==> config.mk <==
export PLATFORM = sky130hd
export DESIGN_NAME = control_sequencer
export DESIGN_NICKNAME = d
export VERILOG_FILES = /design/src/rtl/control_sequencer.sv
export SDC_FILE = /design/constraint.sdc
export NUM_CORES = 1
export LEC_CHECK = 0
export BUFFER_PORTS_ARGS = -buffer_cell sky130_fd_sc_hd__buf_2
export CORE_ASPECT_RATIO = 1.5
export CORE_MARGIN = 2
export CORE_UTILIZATION = 50
export CTS_CLUSTER_DIAMETER = 200
export DETAILED_ROUTE_END_ITERATION = 7
export PLACE_DENSITY = 0.86
export SYNTH_ARGS = -nofsm -noshare
export SYNTH_HDL_FRONTEND = slang
export SYNTH_SLANG_ARGS = --single-unit
==> constraint.sdc <==
create_clock -name clock -period 2.7 [get_ports clock]
set_input_delay 0.135 -clock clock [delete_from_list [all_inputs] [get_ports clock]]
set_output_delay 0.135 -clock clock [all_outputs]
set_load 0.1 [all_outputs]
==> src/rtl/control_sequencer.sv <==
// Hardwired control unit: fetch/decode/execute sequencer producing Moore-decoded datapath strobes,
// with a bounded memory handshake that halts on timeout or on an undefined opcode.
module control_sequencer #(
  parameter int unsigned IR_W        = 32,
  parameter int unsigned OPCODE_W    = 5,
  parameter int unsigned MEM_TIMEOUT = 15,
  parameter int unsigned COUNT_W     = 16
) (
  input  logic                clock,
  input  logic                clear,
  input  logic                start,
  input  logic                stop,
  input  logic [IR_W-1:0]     ir,
  input  logic                mem_ready,
  output logic                PCout,
  output logic                PCin,
  output logic                IncPC,
  output logic                MARin,
  output logic                MDRin,
  output logic                MDRout,
  output logic                IRin,
  output logic                Gra,
  output logic                Grb,
  output logic                Grc,
  output logic                Rin,
  output logic                Rout,
  output logic                BAout,
  output logic                Cout,
  output logic                Yin,
  output logic                Zin,
  output logic                Zlowout,
  output logic                Zhighout,
  output logic                HIin,
  output logic                LOin,
  output logic                read,
  output logic                write,
  output logic [OPCODE_W-1:0] alu_op,
  output logic                run,
  output logic                halted,
  output logic                fault,
  output logic                illegal,
  output logic [COUNT_W-1:0]  instr_count,
  output logic [4:0]          state
);

  typedef enum logic [4:0] {
    S_IDLE = 5'd0,
    S_T0   = 5'd1,
    S_T1   = 5'd2,
    S_T2   = 5'd3,
    S_T3   = 5'd4,
    S_E1   = 5'd5,
    S_E2   = 5'd6,
    S_E3   = 5'd7,
    S_E4   = 5'd8,
    S_E5   = 5'd9,
    S_HALT = 5'd10
  } state_e;

  typedef enum logic [2:0] {
    C_LD, C_LDI, C_ST, C_ALU, C_MD, C_NOP, C_HLT, C_ILL
  } cls_e;

  localparam logic [OPCODE_W-1:0] OP_ADD = OPCODE_W'(3);

  function automatic cls_e decode(input logic [OPCODE_W-1:0] op);
    if (op == OPCODE_W'(0))                           return C_LD;
    if (op == OPCODE_W'(1))                           return C_LDI;
    if (op == OPCODE_W'(2))                           return C_ST;
    if (op >= OPCODE_W'(3) && op <= OPCODE_W'(8))     return C_ALU;
    if (op == OPCODE_W'(15) || op == OPCODE_W'(16))   return C_MD;
    if (op == OPCODE_W'(26))                          return C_NOP;
    if (op == OPCODE_W'(27))                          return C_HLT;
    return C_ILL;
  endfunction

  state_e               state_q, state_d;
  cls_e                 cls_q, cls_d, cur_cls;
  logic [OPCODE_W-1:0]  op_q, op_d;
  logic [7:0]           wait_q, wait_d, wait_inc;
  logic [COUNT_W-1:0]   count_q, count_d;
  logic                 fault_q, fault_d, illegal_q, illegal_d;
  logic                 is_wait, last;
  logic [OPCODE_W-1:0]  opcode;
  logic                 unused_ir;

  assign opcode    = ir[IR_W-1 -: OPCODE_W];
  assign unused_ir = ^ir;

  always_ff @(posedge clock or negedge clear) begin
    if (!clear) begin
      state_q   <= S_IDLE;
      cls_q     <= C_NOP;
      op_q      <= '0;
      wait_q    <= '0;
      count_q   <= '0;
      fault_q   <= 1'b0;
      illegal_q <= 1'b0;
    end else begin
      state_q   <= state_d;
      cls_q     <= cls_d;
      op_q      <= op_d;
      wait_q    <= wait_d;
      count_q   <= count_d;
      fault_q   <= fault_d;
      illegal_q <= illegal_d;
    end
  end

  always_comb begin
    state_d   = state_q;
    cls_d     = cls_q;
    op_d      = op_q;
    wait_d    = '0;
    count_d   = count_q;
    fault_d   = fault_q;
    illegal_d = illegal_q;
    {PCout, PCin, IncPC, MARin, MDRin, MDRout, IRin, Gra, Grb, Grc, Rin, Rout,
     BAout, Cout, Yin, Zin, Zlowout, Zhighout, HIin, LOin, read, write} = '0;
    alu_op    = '0;
    last      = 1'b0;
    // ir is only trusted from E1 on; later execute states use the class latched in E1
    cur_cls   = (state_q == S_E1) ? decode(opcode) : cls_q;
    is_wait   = (state_q == S_T2) || (state_q == S_E4 && cur_cls == C_LD) ||
                (state_q == S_E5 && cur_cls == C_ST);
    wait_inc  = (wait_q == 8'hFF) ? wait_q : wait_q + 8'd1;

    case (state_q)
      S_IDLE: if (start) state_d = S_T0;
      S_T0: begin
        PCout = 1'b1; MARin = 1'b1; IncPC = 1'b1; Zin = 1'b1; alu_op = OP_ADD;
        state_d = S_T1;
      end
      S_T1: begin
        Zlowout = 1'b1; PCin = 1'b1; read = 1'b1;
        state_d = S_T2;
      end
      S_T2: begin
        read = 1'b1; MDRin = 1'b1;
        if (mem_ready) state_d = S_T3;
      end
      S_T3: begin
        MDRout = 1'b1; IRin = 1'b1;
        count_d = count_q + COUNT_W'(1);
        state_d = S_E1;
      end
      S_E1: begin
        cls_d   = cur_cls;
        op_d    = opcode;
        state_d = S_E2;
        case (cur_cls)
          C_LD, C_LDI, C_ST: begin Grb = 1'b1; BAout = 1'b1; Yin = 1'b1; end
          C_ALU:             begin Grb = 1'b1; Rout = 1'b1; Yin = 1'b1; end
          C_MD:              begin Gra = 1'b1; Rout = 1'b1; Yin = 1'b1; end
          C_NOP:             last = 1'b1;
          C_HLT:             state_d = S_HALT;
          default:           begin state_d = S_HALT; illegal_d = 1'b1; end
        endcase
      end
      S_E2: begin
        state_d = S_E3;
        case (cls_q)
          C_LD, C_LDI, C_ST: begin Cout = 1'b1; Zin = 1'b1; alu_op = OP_ADD; end
          C_ALU:             begin Grc = 1'b1; Rout = 1'b1; Zin = 1'b1; alu_op = op_q; end
          C_MD:              begin Grb = 1'b1; Rout = 1'b1; Zin = 1'b1; alu_op = op_q; end
          default:           state_d = S_IDLE;
        endcase
      end
      S_E3: begin
        Zlowout = 1'b1;
        state_d = S_E4;
        case (cls_q)
          C_LD, C_ST:   MARin = 1'b1;
          C_LDI, C_ALU: begin Gra = 1'b1; Rin = 1'b1; last = 1'b1; end
          C_MD:         LOin = 1'b1;
          default:      state_d = S_IDLE;
        endcase
      end
      S_E4: begin
        case (cls_q)
          C_LD:    begin read = 1'b1; MDRin = 1'b1; if (mem_ready) state_d = S_E5; end
          C_ST:    begin Gra = 1'b1; Rout = 1'b1; MDRin = 1'b1; state_d = S_E5; end
          C_MD:    begin Zhighout = 1'b1; HIin = 1'b1; last = 1'b1; end
          default: state_d = S_IDLE;
        endcase
      end
      S_E5: begin
        case (cls_q)
          C_LD:    begin MDRout = 1'b1; Gra = 1'b1; Rin = 1'b1; last = 1'b1; end
          C_ST:    begin write = 1'b1; last = mem_ready; end
          default: state_d = S_IDLE;
        endcase
      end
      S_HALT:  state_d = S_HALT;
      default: state_d = S_IDLE;
    endcase

    if (last) state_d = stop ? S_IDLE : S_T0;

    // timeout overrides whatever the wait state decided for this cycle
    if (is_wait && !mem_ready) begin
      wait_d = wait_inc;
      if (wait_inc == 8'(MEM_TIMEOUT)) begin
        state_d = S_HALT;
        fault_d = 1'b1;
      end
    end
  end

  assign run         = (state_q != S_IDLE) && (state_q != S_HALT);
  assign halted      = (state_q == S_HALT);
  assign fault       = fault_q;
  assign illegal     = illegal_q;
  assign instr_count = count_q;
  assign state       = state_q;

endmodule

==> impl_metrics.json <==
{
  "cp-start-kind": "flip-flop",
  "synth_cell_types": 63,
  "wl_mm": 5.78,
  "combPwrFrac": 0.148,
  "r2r_end": "state[0]$_DFF_PN0_",
  "grt_pass1_wl_mm": 9.40,
  "yosysWarnings": 0,
  "dieArea_um2": 5560,
  "wl_per_cell_um": 14.5,
  "max_slew.worst_pin.slew_ps": 855,
  "dp_hpwl_mm": 4.29,
  "fin_crit_sh": 0.968,
  "outcome": "finished, final reports clean",
  "arrival_ps": 2480,
  "synth_area_um2": 2490,
  "post_cts_buffers": 0,
  "rrSetupSlack_ps": 420,
  "grt_usage": 0.214,
  "p_switching_mw": 0.379,
  "fin_ws_ps": 87.1,
  "synth_cells": 278,
  "via_per_inst": 5.77,
  "overflow": 0,
  "gp_congestion": 0.856,
  "final_nets": 371,
  "hold_viol": 0,
  "n_antenna_cell": 0,
  "dr.pass1.iters": 4,
  "grt_max_degree": 40,
  "antenna_found_initial": 0,
  "maxCapViolCount": 0,
  "area_growth_pct": 25.4,
  "syn_nets": 317,
  "clkSinkCount": 39,
  "rsz0062_at_grt": "false",
  "nFillCells": 431,
  "fmax_ghz": 0.383,
  "finClkSkew_ps": 5.92,
  "startpoint": "state[3]$_DFF_PN0_",
  "power.clock.fraction": 0.370,
  "cts.clk_slew.worst_paths_ps": 70,
  "crit_end": "alu_op[2]",
  "vias": 2302,
  "slew_headroom": 0.430,
  "setup_viol": 0,
  "worstPathMaxFanout": 9,
  "multi_input_area_um2": 1490,
  "initial_core_util": 0.517,
  "ant_nets": 0,
  "h-tree-depth": 2,
  "cts_tree": "done",
  "power.internal_mw": 0.916,
  "async_flop_share": 1.00,
  "slew_violations": 0,
  "drive_above_1_share": 0.342,
  "peakVddDrop_uv": 367,
  "reg2reg_depth": 5,
  "r2r-start": "cls_q[2]$_DFFE_PN1P_",
  "numCtsBuffers": 5,
  "cp.required_ps": 2570,
  "p_seq_frac": 0.482,
  "finalNonFillerCells": 399,
  "port_buffers": 61,
  "synth_area_leaders": "dfrtp_1 (37%), xnor2_1 (3.9%), nor2_1 (3.3%)",
  "synth-seq-cells": 39,
  "dp.cells": 390,
  "core_area_um2": 4810,
  "clock_latency_ps": 290,
  "synth.top_cell.area_share": 0.372,
  "hold_class": "primary input to flip-flop",
  "drt_iter0_drc": 131,
  "finalCriticalPeriod_ps": 2610,
  "crit_type": "flip-flop to output port",
  "power_density_nw_per_um2": 415,
  "synth_edf_count": 0,
  "power.leakage_nw": 1.47,
  "end_kind": "output port",
  "pre_cts_ws_ps": 323,
  "die_x_um": 61.6,
  "cts_max_path_buffers": 2,
  "grt_pass1_vias": 2106,
  "yosysSeqAreaShare": 0.394,
  "avgSynthCellArea_um2": 8.94,
  "die_y_um": 90.4,
  "seqCellArea_um2": 995,
  "cts-root-buf": "clkbuf_8",
  "drc": 0,
  "ios": 89,
  "switching_share": 0.293,
  "yosysTopAreaCell": "dfrtp_1",
  "synth_ff_type": "dfrtp_1",
  "row_count": 31
}
==> what timing repair did <==
item,in CTS,in global routing
hold buffers,1,0
hold endpoints to repair,37,0
setup endpoints to repair,1,0
gates resized for setup,1,0
==> Yosys cell counts, types with 2 or more instances <==
library cell and number:
or3_1 3, a211oi_1 2, o21ai_0 12, nor3b_1 2, nor3_1 6, o31ai_1 3, mux2i_1 3, nor2_1 22
mux2_2 7, buf_4 2, nor2b_1 3, or4_1 3, a21oi_1 16, clkbuf_1 12, a211o_1 2, ha_1 2
and4_1 2, buf_6 2, o21a_1 2, nand2b_1 7, dfrtp_1 37, or2_2 2, and3_1 5, a21o_1 6
dfstp_2 2, o22ai_1 3, and2_1 4, inv_1 10, nand3_1 13, nand4_1 13, nand2_1 20, xnor2_1 11
xor2_1 8, a31oi_1 2
==> worst max-delay path, cell delays in order, from the launching register on <==
cell and delay [ps]:
dfrtp_4 540, or3b_4 460, or2_2 440, a21oi_1 330, and2_2 240, buf_12 170
==> state kept, by name, summed over array words and instances, names as in the netlist <==
signal and cells:
instr_count 16, wait_q 8, op_q 5, cls_q 3, fault 1, state 5, illegal 1
==> stage by stage <==
step / area, um^2 / util / power [mW] / hold slack (ps) / TNS (ps)
finish: 3120 / 0.648 / 1.29 / 144 / 0
CTS: 3120 / 0.648 / 1.31 / 130 / 0
detailed placement: 2990 / 0.623 / 0.826 / 290 / 0
global route: 3120 / 0.648 / 1.35 / 161 / 0
global placement: 2990 / 0.623 / 0.823 / 288 / 0
floorplan: 2630 / - / 0.780 / -161 / -974
==> how the worst min path moves through the flow <==
stage	startpoint	endpoint	slack, ps	cells after the start
after floorplan	clear	cls_q[1]$_DFFE_PN0P_	-160	0
after global placement	clear	instr_count[12]$_DFFE_PN0P_	290	1
after detailed placement	clear	instr_count[12]$_DFFE_PN0P_	290	1
after CTS	mem_ready	wait_q[0]$_DFF_PN0_	130	2
after global routing	mem_ready	wait_q[0]$_DFF_PN0_	160	2
final	mem_ready	wait_q[0]$_DFF_PN0_	140	2
==> area by class of cell <==
type / count / share of cell area
timing repair buffer: 65 / 0.128
sequential: 39 / 0.319
clock inverter: 2 / 0.0120
multi-input combinational: 211 / 0.477
inverter: 10 / 0.0132
clock buffer: 6 / 0.0233
tap: 66 / 0.0265
==> power groups by stage <==
stage,combinational (mW),clock (mW),sequential [mW]
3_3_place_gp,0.188,0,0.635
2_1_floorplan,0.126,0,0.655
6_report,0.192,0.479,0.624
5_1_grt,0.205,0.515,0.627
3_5_place_dp,0.191,0,0.635
4_1_cts,0.192,0.490,0.624
==> per-layer routing <==
| metal | global-route usage | up-vias | routed length (um) |
|---|---|---|---|
| met1 | 0.261 | 1116 | 2310 |
| met2 | 0.366 | 73 | 3100 |
| met3 | 0.0573 | 2 | 345 |
| met5 | 0 | - | 0 |
| met4 | 0.0443 | 0 | 29 |
| li1 | - | 1111 | - |
==> cells by family after synthesis <==
group,synth area share
compound gates,0.157
xor+xnor,0.0669
fa+ha+maj,0.0101
buf+inv,0.0518
flops,0.394
mux,0.0438
other cells,0.00151
simple gates,0.276
==> placed cells by master, fill, tap and decap left out, types with 3 or more instances in the layout <==
cell	instances
nor2_1	21
o21ai_0	8
inv_1	9
mux2i_1	3
clkbuf_8	5
xor2_1	8
buf_12	4
or3_1	3
or4_1	3
and2_2	4
buf_2	56
nor3_4	3
mux2_2	7
dfrtp_1	32
a21oi_1	15
buf_4	4
dfrtp_4	4
o21ai_2	5
nand4_1	13
and3_1	5
nand2b_1	6
xnor2_1	11
nand2_1	20
nor3_1	5
a21o_1	6
nand3_1	13
(Power assumes the default switching activity.)
